===== config.mk =====
export PLATFORM = sky130hd
export DESIGN_NAME = gen_mux_sel_ctrl_flat
export DESIGN_NICKNAME = d
export VERILOG_FILES = /design/src/rtl/gen_mux_sel_ctrl_if.sv /design/src/rtl/gen_mux_sel_ctrl.sv /design/src/flat_wrapper.sv
export SDC_FILE = /design/constraint.sdc
export NUM_CORES = 1
export LEC_CHECK = 0
export CAP_MARGIN = 30
export CORE_MARGIN = 1.5
export CORE_UTILIZATION = 46
export DETAILED_ROUTE_END_ITERATION = 7
export HOLD_SLACK_MARGIN = 0.12
export PLACE_DENSITY = 0.83
export SETUP_SLACK_MARGIN = 0.05
export SLEW_MARGIN = 15
export SYNTH_ARGS = -nofsm -noshare
export SYNTH_HDL_FRONTEND = slang
export SYNTH_SLANG_ARGS = --single-unit
export TNS_END_PERCENT = 30

===== constraint.sdc =====
create_clock -name SYS_CLK -period 1.8 [get_ports SYS_CLK]
set_input_delay 0.18 -clock SYS_CLK [delete_from_list [all_inputs] [get_ports SYS_CLK]]
set_output_delay 0.18 -clock SYS_CLK [all_outputs]
set_load 0.01 [all_outputs]

===== src/rtl/gen_mux_sel_ctrl_if.sv =====
// Handshake bundle between the bank write/read-address side and the bit-select controller.
interface gen_mux_sel_ctrl_if #(
  parameter int SEL_W  = 3,
  parameter int BANK_W = 1
);
  logic              BANK_WR_DONE;
  logic              RD_EN;
  logic              MODE_REV;
  logic              SOFT_CLR;
  logic [SEL_W-1:0]  CTRL_BIT_SEL;
  logic [BANK_W-1:0] RD_BANK_SEL;
  logic              RD_VALID;
  logic              READ_ONE_MATRIX;
  logic              READ_ONE_BANK;
  logic [BANK_W:0]   FULL_CNT;
  logic              OVERFLOW;

  modport master (
    output BANK_WR_DONE, RD_EN, MODE_REV, SOFT_CLR,
    input  CTRL_BIT_SEL, RD_BANK_SEL, RD_VALID, READ_ONE_MATRIX,
           READ_ONE_BANK, FULL_CNT, OVERFLOW
  );

  modport slave (
    input  BANK_WR_DONE, RD_EN, MODE_REV, SOFT_CLR,
    output CTRL_BIT_SEL, RD_BANK_SEL, RD_VALID, READ_ONE_MATRIX,
           READ_ONE_BANK, FULL_CNT, OVERFLOW
  );
endinterface


===== src/rtl/gen_mux_sel_ctrl.sv =====
// Read-side bit-select controller: steps a lane select across SEL_NUM lanes,
// counts matrices per bank, walks ping-pong banks and tracks full/unread banks.
module gen_mux_sel_ctrl #(
  parameter int SEL_NUM      = 8,
  parameter int SEL_W        = 3,
  parameter int NUM_BANK     = 2,
  parameter int BANK_W       = 1,
  parameter int MTX_PER_BANK = 4,
  parameter int MTX_W        = 2
) (
  input  logic               SYS_CLK,
  input  logic               SYS_RST,
  gen_mux_sel_ctrl_if.slave  bus
);

  localparam logic [SEL_W-1:0]  POS_LAST  = SEL_W'(SEL_NUM - 1);
  localparam logic [MTX_W-1:0]  MTX_LAST  = MTX_W'(MTX_PER_BANK - 1);
  localparam logic [BANK_W-1:0] BANK_LAST = BANK_W'(NUM_BANK - 1);
  localparam logic [BANK_W:0]   FULL_MAX  = (BANK_W+1)'(NUM_BANK);

  logic [SEL_W-1:0]  pos;
  logic              mode_q;
  logic [MTX_W-1:0]  mtx;
  logic [BANK_W-1:0] bank;
  logic [BANK_W:0]   full_cnt;
  logic              overflow;

  logic rd_valid;
  logic acc;
  logic rd_mtx;
  logic rd_bank;
  logic full_hit;

  // Saturating full-bank count: simultaneous fill and release cancel out.
  function automatic logic [BANK_W:0] full_step(input logic [BANK_W:0] cnt,
                                                input logic up, input logic down);
    logic [BANK_W:0] res;
    res = cnt;
    if (up && !down && cnt != FULL_MAX) res = cnt + 1'b1;
    else if (down && !up)               res = cnt - 1'b1;
    return res;
  endfunction

  function automatic logic [SEL_W-1:0] lane_map(input logic [SEL_W-1:0] p, input logic rev);
    return rev ? (POS_LAST - p) : p;
  endfunction

  always_comb begin
    rd_valid = (full_cnt != '0);
    acc      = bus.RD_EN & rd_valid & ~bus.SOFT_CLR;
    rd_mtx   = acc & (pos == POS_LAST);
    rd_bank  = rd_mtx & (mtx == MTX_LAST);
    full_hit = bus.BANK_WR_DONE & ~rd_bank & (full_cnt == FULL_MAX);
  end

  assign bus.CTRL_BIT_SEL    = lane_map(pos, mode_q);
  assign bus.RD_BANK_SEL     = bank;
  assign bus.RD_VALID        = rd_valid;
  assign bus.READ_ONE_MATRIX = rd_mtx;
  assign bus.READ_ONE_BANK   = rd_bank;
  assign bus.FULL_CNT        = full_cnt;
  assign bus.OVERFLOW        = overflow;

  // Bit order is latched while idle at lane origin, so mid-matrix changes are ignored.
  always_ff @(posedge SYS_CLK or negedge SYS_RST) begin
    if (!SYS_RST) begin
      pos    <= '0;
      mode_q <= 1'b0;
    end else if (bus.SOFT_CLR) begin
      pos    <= '0;
      mode_q <= 1'b0;
    end else begin
      if (pos == '0) mode_q <= bus.MODE_REV;
      if (acc)       pos    <= (pos == POS_LAST) ? '0 : pos + 1'b1;
    end
  end

  always_ff @(posedge SYS_CLK or negedge SYS_RST) begin
    if (!SYS_RST) begin
      mtx  <= '0;
      bank <= '0;
    end else if (bus.SOFT_CLR) begin
      mtx  <= '0;
      bank <= '0;
    end else begin
      if (rd_mtx)  mtx  <= (mtx == MTX_LAST) ? '0 : mtx + 1'b1;
      if (rd_bank) bank <= (bank == BANK_LAST) ? '0 : bank + 1'b1;
    end
  end

  // OVERFLOW survives a soft clear; only the hard reset drops it.
  always_ff @(posedge SYS_CLK or negedge SYS_RST) begin
    if (!SYS_RST) begin
      full_cnt <= '0;
      overflow <= 1'b0;
    end else if (bus.SOFT_CLR) begin
      full_cnt <= '0;
    end else begin
      full_cnt <= full_step(full_cnt, bus.BANK_WR_DONE, rd_bank);
      if (full_hit) overflow <= 1'b1;
    end
  end

endmodule


===== src/flat_wrapper.sv =====
// flat-port wrapper written by rule: the top's interface ports become plain ports
module gen_mux_sel_ctrl_flat 
#(
  parameter int SEL_NUM      = 8,
  parameter int SEL_W        = 3,
  parameter int NUM_BANK     = 2,
  parameter int BANK_W       = 1,
  parameter int MTX_PER_BANK = 4,
  parameter int MTX_W        = 2
)
  (SYS_CLK, SYS_RST, bus_BANK_WR_DONE, bus_RD_EN, bus_MODE_REV, bus_SOFT_CLR, bus_CTRL_BIT_SEL, bus_RD_BANK_SEL, bus_RD_VALID, bus_READ_ONE_MATRIX, bus_READ_ONE_BANK, bus_FULL_CNT, bus_OVERFLOW);
  gen_mux_sel_ctrl_if #(.SEL_W(SEL_W), .BANK_W(BANK_W)) bus_i ();
  input  logic SYS_CLK;
  input  logic SYS_RST;
  input wire logic [$bits(bus_i.BANK_WR_DONE)-1:0] bus_BANK_WR_DONE;
  input wire logic [$bits(bus_i.RD_EN)-1:0] bus_RD_EN;
  input wire logic [$bits(bus_i.MODE_REV)-1:0] bus_MODE_REV;
  input wire logic [$bits(bus_i.SOFT_CLR)-1:0] bus_SOFT_CLR;
  output wire logic [$bits(bus_i.CTRL_BIT_SEL)-1:0] bus_CTRL_BIT_SEL;
  output wire logic [$bits(bus_i.RD_BANK_SEL)-1:0] bus_RD_BANK_SEL;
  output wire logic [$bits(bus_i.RD_VALID)-1:0] bus_RD_VALID;
  output wire logic [$bits(bus_i.READ_ONE_MATRIX)-1:0] bus_READ_ONE_MATRIX;
  output wire logic [$bits(bus_i.READ_ONE_BANK)-1:0] bus_READ_ONE_BANK;
  output wire logic [$bits(bus_i.FULL_CNT)-1:0] bus_FULL_CNT;
  output wire logic [$bits(bus_i.OVERFLOW)-1:0] bus_OVERFLOW;
  assign bus_i.BANK_WR_DONE = bus_BANK_WR_DONE;
  assign bus_i.RD_EN = bus_RD_EN;
  assign bus_i.MODE_REV = bus_MODE_REV;
  assign bus_i.SOFT_CLR = bus_SOFT_CLR;
  assign bus_CTRL_BIT_SEL = bus_i.CTRL_BIT_SEL;
  assign bus_RD_BANK_SEL = bus_i.RD_BANK_SEL;
  assign bus_RD_VALID = bus_i.RD_VALID;
  assign bus_READ_ONE_MATRIX = bus_i.READ_ONE_MATRIX;
  assign bus_READ_ONE_BANK = bus_i.READ_ONE_BANK;
  assign bus_FULL_CNT = bus_i.FULL_CNT;
  assign bus_OVERFLOW = bus_i.OVERFLOW;
  gen_mux_sel_ctrl #(.SEL_NUM(SEL_NUM), .SEL_W(SEL_W), .NUM_BANK(NUM_BANK), .BANK_W(BANK_W), .MTX_PER_BANK(MTX_PER_BANK), .MTX_W(MTX_W)) u_core (.SYS_CLK(SYS_CLK), .SYS_RST(SYS_RST), .bus(bus_i));
endmodule

==> results of run 1 <==
## state kept, by name (all words and copies together), names as in the netlist
register	flops
u_core.pos	3
u_core.bus.RD_BANK_SEL	1
u_core.mtx	2
u_core.bus.FULL_CNT	2
u_core.mode_q	1
u_core.bus.OVERFLOW	1
## final timing paths
kind | start | to | slack (ns) | depth (start not counted)
worst max-delay path | u_core.pos[2] | bus_CTRL_BIT_SEL[2] | 0.10 | 3
worst min-delay path | SYS_RST | u_core.bus.FULL_CNT[0] | 0.22 | 1
worst min register to register | u_core.bus.OVERFLOW | u_core.bus.OVERFLOW | 0.48 | 1
worst max register to register | u_core.pos[0] | u_core.bus.RD_BANK_SEL | 0.26 | 6
max in group asynchronous | SYS_RST | u_core.pos[0] | 1.27 | 1
min in group SYS_CLK | u_core.bus.OVERFLOW | u_core.bus.OVERFLOW | 0.48 | 1
## report_power, final
group | internal (uW) | switching, uW
Sequential | 241 | 14.9
Combinational | 84.7 | 64.0
Clock | 123 | 77.9
## routing by layer
metal / global-route usage / vias up / wire length [um]
met5: 0 / - / 0
met4: 0.0259 / 0 / 0
met3: 0.0833 / 0 / 55
met2: 0.290 / 10 / 673
met1: 0.225 / 240 / 522
li1: - / 263 / -
## critical path, cell delays in order, from the launching register on
cell             delay (ns)
dfrtp_1                0.41
buf_4                  0.16
xor2_1                 0.14
clkdlybuf4s50_1        0.55
## kinds of logic (layout without fill, tap and decap cells)
logic type | Yosys count | count (layout) | share of synthesized area
flip-flops | 10 | 10 | 0.398
buffers and inverters | 6 | 30 | 0.0656
adder cells (fa/ha/maj) | 4 | 4 | 0.0795
AND/OR/NAND/NOR | 21 | 21 | 0.227
XOR/XNOR | 3 | 3 | 0.0418
multiplexers | 4 | 4 | 0.0636
AO/OA/AOI/OAI | 12 | 12 | 0.125
## synthesized netlist by cell type
library cell and number:
buf_6 2, clkbuf_4 1, nor4b_1 1, nor2_1 7
ha_1 4, a21oi_1 6, nor4_2 1, nand2_1 2
o211ai_2 1, nor3b_1 4, nor2b_1 1, o21ai_1 2
and4_1 1, o21a_2 1, xor2_1 3, mux2i_1 4
a31o_1 1, nand4b_4 1, inv_1 3, o21ai_2 1
or3_1 3, dfrtp_1 10
## metrics by stage
step | utilization | area [um^2] | setup WS (ns) | hold slack [ns]
after floorplan | - | 629 | 0.377 | -0.116
after global placement | 0.645 | 828 | 0.00194 | 0.465
after detailed placement | 0.645 | 828 | -0.00795 | 0.469
after CTS | 0.681 | 875 | 0.0745 | 0.242
after global routing | 0.683 | 877 | 0.0250 | 0.247
final | 0.683 | 877 | 0.102 | 0.221
## final cells by class
cell class	count	area share
tap	15	0.0214
clock buffer	4	0.0414
timing repair buffer	23	0.237
multi-input combinational	44	0.402
sequential	10	0.285
inverter	3	0.0128
## repair_timing
action                                  4_1_cts  5_1_grt
endpoints found under the setup margin        2        3
pin swaps                                     0        0
resized for setup                             4        1
setup buffers                                 0        0
==> results.py, run 1 <==
metrics = {
    "status": {
        "status": "finished, final reports clean",
    },
    "cells_and_area": {
        "antenna_cells": 0,
        "layout_commonest_cell": "clkdlybuf4s50_1",
        "drive_above_1_share": 0.226,
        "nFillCells": 106,
        "nets": 95,
        "regArea_um2": 250,
        "multi_input_area_um2": 353,
        "final_cell_mix": "clkdlybuf4s50_1, dfrtp_1, buf_4",
        "stdcell_count": 99,
        "areaGrowthSynthToFinish_pct": 39.4,
    },
    "sta": {
        "max_freq_ghz": 0.589,
        "finalSetupViolations": 0,
        "finalClockSkew_ns": 0.00753,
        "maxSlewHeadroom": 0.701,
        "rsz0062_at_grt": "yes",
        "fin_tns_setup_ns": 0,
        "slew_viol_final": 0,
        "hold_violations": 0,
        "post-route-period-util": 0.944,
        "worst_pin_slew_ns": 0.447,
        "fin_crit_ns": 1.70,
    },
    "place": {
        "placed_cells": 95,
        "gp_congestion": 0.727,
        "hpwl_um": 983,
        "numPortBuffers": 15,
    },
    "global_routing": {
        "grt_start_max_net_pins": 12,
        "track_usage": 0.181,
        "grt_pass1_vias": 426,
        "grt_pass1_wl_um": 1860,
        "antenna_found_initial": 0,
        "gr-total-overflow": 0,
    },
    "logic_synthesis": {
        "netlist_area_um2": 629,
        "ys_ff_latch": 10,
        "syn_avg_cell_area_um2": 10.5,
        "yosysWarnings": 0,
        "syn_inst": 60,
        "syn_nets": 70,
        "synth_top_cells_by_area": "dfrtp_1, ha_1, mux2i_1, a21oi_1, nor3b_1",
        "ys_seq_area_frac": 0.398,
        "synthDistinctLibCells": 22,
        "synth_area_leader_cell": "dfrtp_1",
        "yosysTopAreaCellShare": 0.398,
    },
    "power": {
        "peakVddDrop_v": 0.000474,
        "total_power_uw": 605,
        "p_per_area_nw_per_um2": 690,
        "power.leakage_uw": 0.000438,
    },
    "clock_network": {
        "cts_buffer_depth": 2,
        "clk_latency_ns": 0.27,
        "cts_inserted_buffers": 3,
        "clkSlewWorstSetupHoldPaths_ns": 0.07,
        "clock-root-buffer": "clkbuf_4",
        "ctsHoldBuffers": 0,
        "tritoncts": "built",
        "htreeDepth": 1,
        "cts.sinks": 10,
    },
    "floorplan": {
        "die_x_um": 40.0,
        "dieArea_um2": 1600,
        "core_um2": 1280,
        "die_y_um": 40.0,
        "design.portCount": 16,
        "rows": 13,
        "start_util": 0.490,
    },
    "run": {
        "maxCapViolCount": 0,
    },
    "setup_path": {
        "critPathRequiredTime_ns": 1.62,
        "worstSetupEndpointType": "primary output",
        "cp-start-kind": "flop",
        "cp_max_fo": 3,
        "crit_arrival_ns": 1.52,
        "crit_type": "flop to primary output",
    },
    "route": {
        "post_drt_via_cell_ratio": 5.18,
        "wl_per_cell_um": 12.6,
        "drtPass1Iterations": 4,
        "wl_um": 1250,
        "drc_errors": 0,
        "num_vias": 513,
        "ant_nets": 0,
        "drt_iter0_markers": 10,
    },
    "min_path": {
        "hold_class": "primary input to async pin",
    },
}
Note: power is estimated with default switching activity, not from simulation.
==> inputs of run 2 (changes only) <==
Settings changed: REMOVE_ABC_BUFFERS set to 1.
==> results.py, run 2 (same netlist as run 1, synthesis figures left out) <==
metrics = {
    "floorplan": {
        "dieArea_um2": 1600,
        "core_um2": 1280,
        "start_util": 0.490,
        "rows": 13,
        "die_y_um": 40.0,
        "design.portCount": 16,
        "die_x_um": 40.0,
    },
    "route": {
        "drt_iter0_markers": 10,
        "drc_errors": 0,
        "drtPass1Iterations": 4,
        "wl_um": 1240,
        "num_vias": 526,
        "wl_per_cell_um": 12.5,
        "post_drt_via_cell_ratio": 5.31,
        "ant_nets": 0,
    },
    "cells_and_area": {
        "stdcell_count": 99,
        "multi_input_area_um2": 358,
        "antenna_cells": 0,
        "areaGrowthSynthToFinish_pct": 40.2,
        "layout_commonest_cell": "clkdlybuf4s50_1",
        "nets": 95,
        "drive_above_1_share": 0.238,
        "nFillCells": 102,
        "final_cell_mix": "clkdlybuf4s50_1, dfrtp_1, buf_4",
        "largest_register_ff_count": 3,
        "regMostFlops": "u_core.pos",
        "regArea_um2": 250,
    },
    "setup_path": {
        "critPathMaxStageDelay_ns": 0.48,
        "cp-start-kind": "flop",
        "crit_arrival_ns": 1.52,
        "worstSetupEndpointType": "primary output",
        "crit_type": "flop to primary output",
        "critPathRequiredTime_ns": 1.62,
        "cp_max_fo": 4,
        "cp_cell_sequence": "nor2_1, inv_1, clkdlybuf4s50_1",
        "r2r-start": "u_core.pos[0]",
        "critPathBufInv": 2,
        "worstReg2RegEnd": "u_core.bus.RD_BANK_SEL",
        "cp_slowest_cell": "clkdlybuf4s50_1",
        "reg2reg_slack_ns": 0.29,
        "path_delay_family": "buffers and inverters",
        "ff2ff_path_depth": 6,
    },
    "global_routing": {
        "grt_pass1_wl_um": 2070,
        "track_usage": 0.197,
        "grt_pass1_vias": 475,
        "antenna_found_initial": 0,
        "grt_start_max_net_pins": 11,
        "gr-total-overflow": 0,
    },
    "sta": {
        "hold_violations": 0,
        "finalSetupViolations": 0,
        "max_freq_ghz": 0.588,
        "fin_tns_setup_ns": 0,
        "post-route-period-util": 0.946,
        "finalClockSkew_ns": 0.00701,
        "worst_pin_slew_ns": 0.464,
        "fin_crit_ns": 1.70,
        "maxSlewHeadroom": 0.690,
        "rsz0062_at_grt": "yes",
        "slew_viol_final": 0,
    },
    "clock_network": {
        "cts_buffer_depth": 2,
        "cts.sinks": 10,
        "tritoncts": "built",
        "cts_inserted_buffers": 3,
        "htreeDepth": 1,
        "clock-root-buffer": "clkbuf_4",
        "clk_latency_ns": 0.26,
        "clkSlewWorstSetupHoldPaths_ns": 0.07,
    },
    "run": {
        "maxCapViolCount": 0,
    },
    "power": {
        "total_power_uw": 608,
        "power.leakage_uw": 0.000434,
        "comb_power_share": 0.252,
        "peakVddDrop_v": 0.000452,
        "swShare": 0.261,
        "p_int_uw": 449,
        "pwr-share-seq": 0.418,
        "clock_power_share": 0.330,
        "switching_power_uw": 159,
        "p_per_area_nw_per_um2": 689,
    },
    "status": {
        "status": "finished, final reports clean",
    },
    "place": {
        "gp_congestion": 0.623,
        "hpwl_um": 935,
        "numPortBuffers": 15,
        "placed_cells": 95,
    },
    "min_path": {
        "hold_class": "primary input to async pin",
    },
}
[run 2: changes by cell type in the layout (fill, tap and decap cells not counted)]
cell / before / now
ha_1: 3 / 2
nor3b_1: 4 / 3
nor2_1: 6 / 7
nor3b_2: 0 / 1
nor2_2: 1 / 0
ha_2: 0 / 1
[run 2: routing by layer]
metal | share of wire | wire, um | vias to the layer above | track usage
met2 | 0.49 | 611 | 15 | 0.339
met3 | 0.062 | 77 | 0 | 0.0389
met1 | 0.44 | 548 | 246 | 0.239
met4 | 0 | 0 | 0 | 0.0776
li1 | - | - | 265 | -
met5 | 0 | 0 | - | 0
[run 2: area by class of cell]
type | instances | share of cell area
Multi-Input combinational cell | 44 | 0.406
Sequential cell | 10 | 0.284
Timing Repair Buffer | 23 | 0.235
Clock buffer | 4 | 0.0411
Tap cell | 15 | 0.0213
Inverter | 3 | 0.0128
[run 2: worst max path at each step]
stage	start	to	cells after the start
6_report	u_core.bus.FULL_CNT[1]	bus_RD_VALID	3
5_1_grt	u_core.bus.FULL_CNT[1]	bus_RD_VALID	3
4_1_cts	u_core.bus.FULL_CNT[1]	bus_RD_VALID	3
3_5_place_dp	u_core.pos[0]	bus_READ_ONE_MATRIX	4
3_3_place_gp	u_core.pos[0]	bus_READ_ONE_MATRIX	4
2_1_floorplan	u_core.pos[0]	u_core.bus.FULL_CNT[1]	5
[run 2: timing repair]
action	4_1_cts	5_1_grt
gates resized for setup	5	1
hold buffers	0	0
setup endpoints to repair	2	2
setup buffers	0	0
[run 2: power groups by stage]
| stage | logic, uW | clock network [uW] | registers (uW) |
|---|---|---|---|
| 6_report | 153 | 201 | 254 |
| 3_3_place_gp | 148 | 0 | 257 |
| 3_5_place_dp | 151 | 0 | 258 |
| 5_1_grt | 166 | 221 | 256 |
| 4_1_cts | 154 | 206 | 254 |
| 2_1_floorplan | 48.2 | 0 | 268 |
[run 2: stage by stage]
stage	cell area (um^2)	hold WS (ns)	util	worst slack, ns
2_1_floorplan	599	-0.116	-	0.377
3_3_place_gp	828	0.454	0.645	0.0676
3_5_place_dp	828	0.458	0.645	0.0423
4_1_cts	877	0.250	0.683	0.0927
5_1_grt	882	0.255	0.686	0.0460
6_report	882	0.232	0.686	0.0981
